`src/rtl/branch_predictor_if.sv`:
```
// Fetch/execute bundle between the pipeline and the branch predictor.
// The pipeline drives through the master modport; the predictor uses the slave modport.
interface branch_predictor_if;
   logic [31:0] if_pc;
   logic        pred_taken;
   logic [31:0] next_pc;
   logic        upd_valid;
   logic [31:0] upd_pc;
   logic        upd_taken;
   logic [31:0] upd_target;
   logic        upd_pred_taken;
   logic [31:0] upd_pred_pc;
   logic        mispredict;
   logic [31:0] redirect_pc;
   logic [31:0] stat_branches;
   logic [31:0] stat_mispredicts;

   modport master (
      output if_pc, upd_valid, upd_pc, upd_taken, upd_target, upd_pred_taken, upd_pred_pc,
      input  pred_taken, next_pc, mispredict, redirect_pc, stat_branches, stat_mispredicts
   );

   modport slave (
      input  if_pc, upd_valid, upd_pc, upd_taken, upd_target, upd_pred_taken, upd_pred_pc,
      output pred_taken, next_pc, mispredict, redirect_pc, stat_branches, stat_mispredicts
   );
endinterface

```
`src/rtl/branch_predictor.sv`:
```
// Dynamic branch predictor: tagged direct-mapped BTB plus 2-bit BHT for fetch,
// mispredict detection, table training and statistics for resolved branches.
module branch_predictor #(
   parameter int ENTRIES = 64
) (
   input logic               clk,
   input logic               rst,
   branch_predictor_if.slave bp
);
   localparam int IDX_W = $clog2(ENTRIES);
   localparam int TAG_W = 30 - IDX_W;

   typedef enum logic [1:0] {
      SNT = 2'b00,
      WNT = 2'b01,
      WT  = 2'b10,
      ST  = 2'b11
   } bht_state_e;

   bht_state_e         bht_q        [ENTRIES];
   bht_state_e         bht_d        [ENTRIES];
   logic [ENTRIES-1:0] btb_valid_q, btb_valid_d;
   logic [TAG_W-1:0]   btb_tag_q    [ENTRIES];
   logic [TAG_W-1:0]   btb_tag_d    [ENTRIES];
   logic [31:0]        btb_target_q [ENTRIES];
   logic [31:0]        btb_target_d [ENTRIES];
   logic [31:0]        stat_branches_q, stat_branches_d;
   logic [31:0]        stat_mispredicts_q, stat_mispredicts_d;

   logic [IDX_W-1:0] lidx, uidx;
   logic [TAG_W-1:0] ltag, utag;
   logic             hit;
   logic             pred_taken;
   logic [31:0]      actual_pc;
   logic             mispredict;
   logic             unused_bits;

   assign lidx = bp.if_pc[IDX_W+1:2];
   assign ltag = bp.if_pc[31:IDX_W+2];
   assign uidx = bp.upd_pc[IDX_W+1:2];
   assign utag = bp.upd_pc[31:IDX_W+2];

   // Word alignment makes pc[1:0] irrelevant; upd_pred_taken travels with the branch but is not consumed here.
   assign unused_bits = ^{bp.if_pc[1:0], bp.upd_pc[1:0], bp.upd_pred_taken};

   // Lookup reads only the registered tables, so a same-cycle update is seen one cycle later.
   always_comb begin
      hit        = btb_valid_q[lidx] && (btb_tag_q[lidx] == ltag);
      pred_taken = hit && (bht_q[lidx] inside {WT, ST});
   end

   always_comb begin
      actual_pc  = bp.upd_taken ? bp.upd_target : bp.upd_pc + 32'd4;
      mispredict = bp.upd_valid && (bp.upd_pred_pc != actual_pc);
   end

   assign bp.pred_taken       = pred_taken;
   assign bp.next_pc          = pred_taken ? btb_target_q[lidx] : bp.if_pc + 32'd4;
   assign bp.mispredict       = mispredict;
   assign bp.redirect_pc      = actual_pc;
   assign bp.stat_branches    = stat_branches_q;
   assign bp.stat_mispredicts = stat_mispredicts_q;

   // NOTE: every _d gets its hold value first, so no path through this block leaves a latch.
   always_comb begin
      bht_d              = bht_q;
      btb_valid_d        = btb_valid_q;
      btb_tag_d          = btb_tag_q;
      btb_target_d       = btb_target_q;
      stat_branches_d    = stat_branches_q;
      stat_mispredicts_d = stat_mispredicts_q;

      if (bp.upd_valid) begin
         if (bp.upd_taken) begin
            case (bht_q[uidx])
               SNT:     bht_d[uidx] = WNT;
               WNT:     bht_d[uidx] = WT;
               default: bht_d[uidx] = ST;
            endcase
            btb_valid_d[uidx]  = 1'b1;
            btb_tag_d[uidx]    = utag;
            btb_target_d[uidx] = bp.upd_target;
         end else begin
            case (bht_q[uidx])
               ST:      bht_d[uidx] = WT;
               WT:      bht_d[uidx] = WNT;
               default: bht_d[uidx] = SNT;
            endcase
         end
         stat_branches_d    = stat_branches_q + 32'd1;
         stat_mispredicts_d = stat_mispredicts_q + {31'd0, mispredict};
      end
   end

   // NOTE: state updates use non-blocking assignment so every flop samples pre-edge values.
   always_ff @(posedge clk or posedge rst) begin
      if (rst) begin
         for (int i = 0; i < ENTRIES; i++) bht_q[i] <= WNT;
         btb_valid_q        <= '0;
         stat_branches_q    <= '0;
         stat_mispredicts_q <= '0;
      end else begin
         bht_q              <= bht_d;
         btb_valid_q        <= btb_valid_d;
         stat_branches_q    <= stat_branches_d;
         stat_mispredicts_q <= stat_mispredicts_d;
      end
   end

   // NOTE: tag/target storage has no reset; btb_valid_q masks whatever it holds after reset.
   always_ff @(posedge clk) begin
      btb_tag_q    <= btb_tag_d;
      btb_target_q <= btb_target_d;
   end
endmodule

```
`src/flat_wrapper.sv`:
```
// flat-port wrapper written by rule: the top's interface ports become plain ports
module branch_predictor_flat 
#(
   parameter int ENTRIES = 64
)
  (clk, rst, bp_if_pc, bp_upd_valid, bp_upd_pc, bp_upd_taken, bp_upd_target, bp_upd_pred_taken, bp_upd_pred_pc, bp_pred_taken, bp_next_pc, bp_mispredict, bp_redirect_pc, bp_stat_branches, bp_stat_mispredicts);
  branch_predictor_if bp_i ();
  input logic clk;
  input logic rst;
  input wire logic [$bits(bp_i.if_pc)-1:0] bp_if_pc;
  input wire logic [$bits(bp_i.upd_valid)-1:0] bp_upd_valid;
  input wire logic [$bits(bp_i.upd_pc)-1:0] bp_upd_pc;
  input wire logic [$bits(bp_i.upd_taken)-1:0] bp_upd_taken;
  input wire logic [$bits(bp_i.upd_target)-1:0] bp_upd_target;
  input wire logic [$bits(bp_i.upd_pred_taken)-1:0] bp_upd_pred_taken;
  input wire logic [$bits(bp_i.upd_pred_pc)-1:0] bp_upd_pred_pc;
  output wire logic [$bits(bp_i.pred_taken)-1:0] bp_pred_taken;
  output wire logic [$bits(bp_i.next_pc)-1:0] bp_next_pc;
  output wire logic [$bits(bp_i.mispredict)-1:0] bp_mispredict;
  output wire logic [$bits(bp_i.redirect_pc)-1:0] bp_redirect_pc;
  output wire logic [$bits(bp_i.stat_branches)-1:0] bp_stat_branches;
  output wire logic [$bits(bp_i.stat_mispredicts)-1:0] bp_stat_mispredicts;
  assign bp_i.if_pc = bp_if_pc;
  assign bp_i.upd_valid = bp_upd_valid;
  assign bp_i.upd_pc = bp_upd_pc;
  assign bp_i.upd_taken = bp_upd_taken;
  assign bp_i.upd_target = bp_upd_target;
  assign bp_i.upd_pred_taken = bp_upd_pred_taken;
  assign bp_i.upd_pred_pc = bp_upd_pred_pc;
  assign bp_pred_taken = bp_i.pred_taken;
  assign bp_next_pc = bp_i.next_pc;
  assign bp_mispredict = bp_i.mispredict;
  assign bp_redirect_pc = bp_i.redirect_pc;
  assign bp_stat_branches = bp_i.stat_branches;
  assign bp_stat_mispredicts = bp_i.stat_mispredicts;
  branch_predictor #(.ENTRIES(ENTRIES)) u_core (.clk(clk), .rst(rst), .bp(bp_i));
endmodule
```
`config.mk`:
```
export PLATFORM = sky130hd
export DESIGN_NAME = branch_predictor_flat
export DESIGN_NICKNAME = d
export VERILOG_FILES = /design/src/rtl/branch_predictor_if.sv /design/src/rtl/branch_predictor.sv /design/src/flat_wrapper.sv
export SDC_FILE = /design/constraint.sdc
export NUM_CORES = 2
export LEC_CHECK = 0
export ABC_AREA = 1
export CELL_PAD_IN_SITES_DETAIL_PLACEMENT = 0
export CELL_PAD_IN_SITES_GLOBAL_PLACEMENT = 1
export CORE_MARGIN = 8
export CORE_UTILIZATION = 45
export DETAILED_ROUTE_END_ITERATION = 7
export PLACE_DENSITY_LB_ADDON = 0.25
export SLEW_MARGIN = 5
export SYNTH_ARGS = -nofsm -noshare
export SYNTH_HDL_FRONTEND = slang
export SYNTH_SLANG_ARGS = --single-unit
```
`constraint.sdc`:
```
create_clock -name clk -period 16.05 [get_ports clk]
set_input_delay 3.21 -clock clk [delete_from_list [all_inputs] [get_ports clk]]
set_output_delay 3.21 -clock clk [all_outputs]
set_load 0.02 [all_outputs]
```
==> results.md <==
- Failing checks: max-capacitance violations
- # resized after CTS: 0
- Mapped cell area: 0.160 sq mm
- P_leak: 63.1 nW
- CP max-delay cell: buf_4
- Final HPWL DP: 313000 microns
- Yosys reg bits: 3840
- Final Hold Viols: 0
- # hold bufs at CTS: 0
- Via density: 6.02
- Routed met2 length: 260000 microns
- Pwr per Cell Area: 121 mW/mm^2
- Clk sinks: 3840
- CP Cell Sequence: buf_16, inv_8, buf_4, buf_4, nand2_1, nand2_1, nand2_1, nand2_1, nand2_1, nand2_1, inv_1, nand2_1, nand2_1, nand2_1, inv_1, nand3_1, nand2_1, nor2_1, nand3_1, nor2_2, nand2_1, o21ai_1, clkdlybuf4s50_1
- Highest clock rate: 77.3 MHz
- Min-Delay Path Class: reg -> reg
- Met3 WL post-DR: 63200 microns
- TNS Setup: 0 ns
- CP endpoint: bp_next_pc[16]
- Status: complete, but fails checks
- Worst Setup Slack, final: 3.12 ns
- Core area: 0.355 sq mm
- Post-place instance area: 0.168 sq mm
- Non-filler cells, final: 19100
- Post-synth EDFFs: 3584
- Highest routed layer: met5
- CP Launch Type: primary input
- Fin area: 0.180 sq mm
- Avg WL per Cell: 30.2 microns
- Clock latency on the worst-skew pair: 0.99 ns
- Kind of critical path: in -> out
- Synth Warn #: 0
- Met1 WL: 221000 microns
- Synthesized area per cell: 11.5 sq um
- Die Footprint: 0.375 sq mm
- Initial antenna violation count: 53
- Post-synth net total: 14000
- Pre-CTS setup slack: 3.28 ns
- Clock skew: 0.0431 ns
- Postcts setup bufs: 0
- Area growth syn-to-layout: 12.9%
- Antenna viol nets, final: 0
- Final period util: 80.6%
- Final nets: 14100
- Maximum VDD drop: 0.0943 mV
- # fillers: 30400
- CTS max path bufs: 4
- Cell taking the most area after synthesis: edfxtp_1
- CP required: 12.84 ns
- R2r worst-path depth: 9
- Num CTS Buffers: 405
- Setup crit end kind: output pin
- Reg2Reg Setup Slack: 12.44 ns
- Fraction of registers with async set/reset: 6.67%
- Post-route DRC: 0
- Congestion Overflow GR: 0
- Min Tclk post-route: 12.93 ns
- MaxCap Viol Count: 1
- Top cell type's share of synthesized area: 67.3%
- Tot GR Track Use: 29.7%
- Setup-failing EPs final: 0
- Crit-path max cell delay: 0.86 ns
- First DRT Iteration DRCs: 16800
- Largest net degree at the start of global routing: 236
- Top-level I/O count: 263
- Detailed Routing Iterations Pass 1: 7
- H-tree depth: 5
- Clock transition at path regs: 0.06 ns
- Worst Path Arrival: 9.72 ns
- Top cells by area, synth: edfxtp_1, nor2_1, nand2_1
- Hold wc startpoint: u_core.btb_valid_q[51]
- IO buf count: 261
- Global-route wire length before repair: 801000 microns
- RSZ-0062 raised after global routing: false
- CTS tree: done
- Worst slew pin tran: 1.47 ns
- Root Driver: clkbuf_16
- Critical path origin: bp_if_pc[2]
- DR vias: 115000
- Horiz. Die Dim: 612 microns
- Main synth FF type: edfxtp_1
- Reg-to-Reg End: u_core.bht_q[35]
- Post-Place Cells: 18300
- Die Y: 612 microns
- Sequential share of the synthesized area: 71.4%
- Drt total wl: 576000 microns
- Crit path max fanout: 122
- Final max-slew violation count: 0
- Vias in the first global route: 109000
- Syn Inst Count: 13800
- Starting Density: 45.0%
- Most common cell on crit path: nand2_1
- Synth cell types: 53
- Layout cells sized above 1: 8.37%
- Worst slew margin: 1.21%
- FP Rows: 219
- RD Place Congestion: 0.902
cells in the mapped netlist (4+ instances only):
library cell / instances
o21ai_0: 1450
a22o_1: 5
nor2_2: 7
nor3_1: 46
nand3b_1: 7
a221oi_1: 9
a21oi_1: 172
dfstp_2: 64
o22ai_1: 318
a22oi_1: 17
ha_1: 5
buf_4: 41
nand2_1: 2267
clkbuf_1: 443
nor4_1: 6
inv_1: 584
a32o_1: 4
inv_2: 29
nand4_1: 56
buf_6: 29
nor2_1: 2388
o2111ai_1: 8
a31oi_1: 85
o21a_1: 25
o221ai_1: 201
o21ai_1: 315
or2_2: 48
a32oi_1: 11
xor2_1: 80
buf_1: 70
nand3_1: 756
a221o_1: 6
xnor2_1: 35
o211ai_1: 159
edfxtp_1: 3584
buf_2: 287
clkinv_1: 9
dfrtp_1: 192
state kept, by name, summed over array words and instances (netlist names), named ones only:
name / count
u_core.btb_target_q: 2048
u_core.btb_tag_q: 1536
u_core.bht_q: 64
u_core.btb_valid_q: 64
u_core.bp.stat_branches: 32
u_core.bp.stat_mispredicts: 32
layer usage:
metal | vias up | global-route usage (%)
li1 | 49300 | -
met2 | 6724 | 46.3
met5 | - | 0
met1 | 57500 | 39.6
met4 | 18 | 14.7
met3 | 1316 | 6.21
placed cells by master (no fill, tap or decap), types with 26 or more instances in the layout:
master	synthesis	final
a21oi_1	172	172
a31oi_1	85	85
buf_2	287	58
buf_4	41	312
bufinv_16	0	26
clkbuf_1	443	92
clkbuf_16	0	409
clkdlybuf4s50_1	0	199
clkinv_1	9	97
clkinv_2	0	69
dfrtp_1	192	192
dfstp_2	64	64
edfxtp_1	3584	3584
inv_1	584	582
nand2_1	2267	2265
nand3_1	756	755
nand4_1	56	56
nor2_1	2388	2342
nor2_4	2	49
nor3_1	46	27
o211ai_1	159	159
o21ai_0	1450	1449
o21ai_1	315	316
o221ai_1	201	201
o22ai_1	318	318
or2_2	48	48
xnor2_1	35	35
xor2_1	80	80
stage by stage:
stage	total power, W	utilization, %	hold WS (ns)
finish	0.0219	50.9	0.456
global route	0.0225	50.9	0.466
CTS	0.0220	50.9	0.459
detailed placement	0.0129	47.2	0.445
global placement	0.0129	47.2	0.438
floorplan	0.0122	-	0.428
kinds of logic (layout without fill, tap and decap cells):
| kind of cell | after synthesis | in the layout | share of synthesized area, % |
|---|---|---|---|
| AOI/OAI and AO/OA | 2794 | 2794 | 9.98 |
| DFF | 3840 | 3840 | 71.4 |
| and+or+nand+nor | 5594 | 5594 | 14.0 |
| other | 0 | 19 | 0 |
| xor gates and xnor gates | 115 | 115 | 0.630 |
| buffers and inverters | 1492 | 1959 | 3.96 |
| adders and majority gates | 5 | 5 | 0.0391 |
worst max-delay path, delay by kind of cell:
kind | cells | cell delay [ns]
compound gates | 1 | 0.52
simple gates | 15 | 2.58
buf+inv | 7 | 3.21
final cells by class:
type                    count  area [sq um]  share of cell area [%]
well taps                4751          5940                    3.29
diodes                     19          47.5                  0.0263
repair buffers            598          5190                    2.88
clock buffers             512         10700                    5.95
flip-flops and latches   3840        114000                    63.2
inverters                 622          2390                    1.33
clock inverters           227          2110                    1.17
multi-input cells        8508         40000                    22.1
report_power, final:
part | switching (W) | internal, W
Combinational | 0.00120 | 0.000420
Sequential | 0.0000672 | 0.0110
Clock | 0.00400 | 0.00516
worst min-delay path by stage:
stage / to / depth (start not counted)
3_5_place_dp: u_core.btb_valid_q[29] / 2
4_1_cts: u_core.btb_valid_q[29] / 2
6_report: u_core.btb_valid_q[51] / 2
3_3_place_gp: u_core.btb_valid_q[47] / 2
2_1_floorplan: u_core.btb_valid_q[11] / 2
5_1_grt: u_core.btb_valid_q[31] / 2
Note: power is estimated with default switching activity, not from simulation.
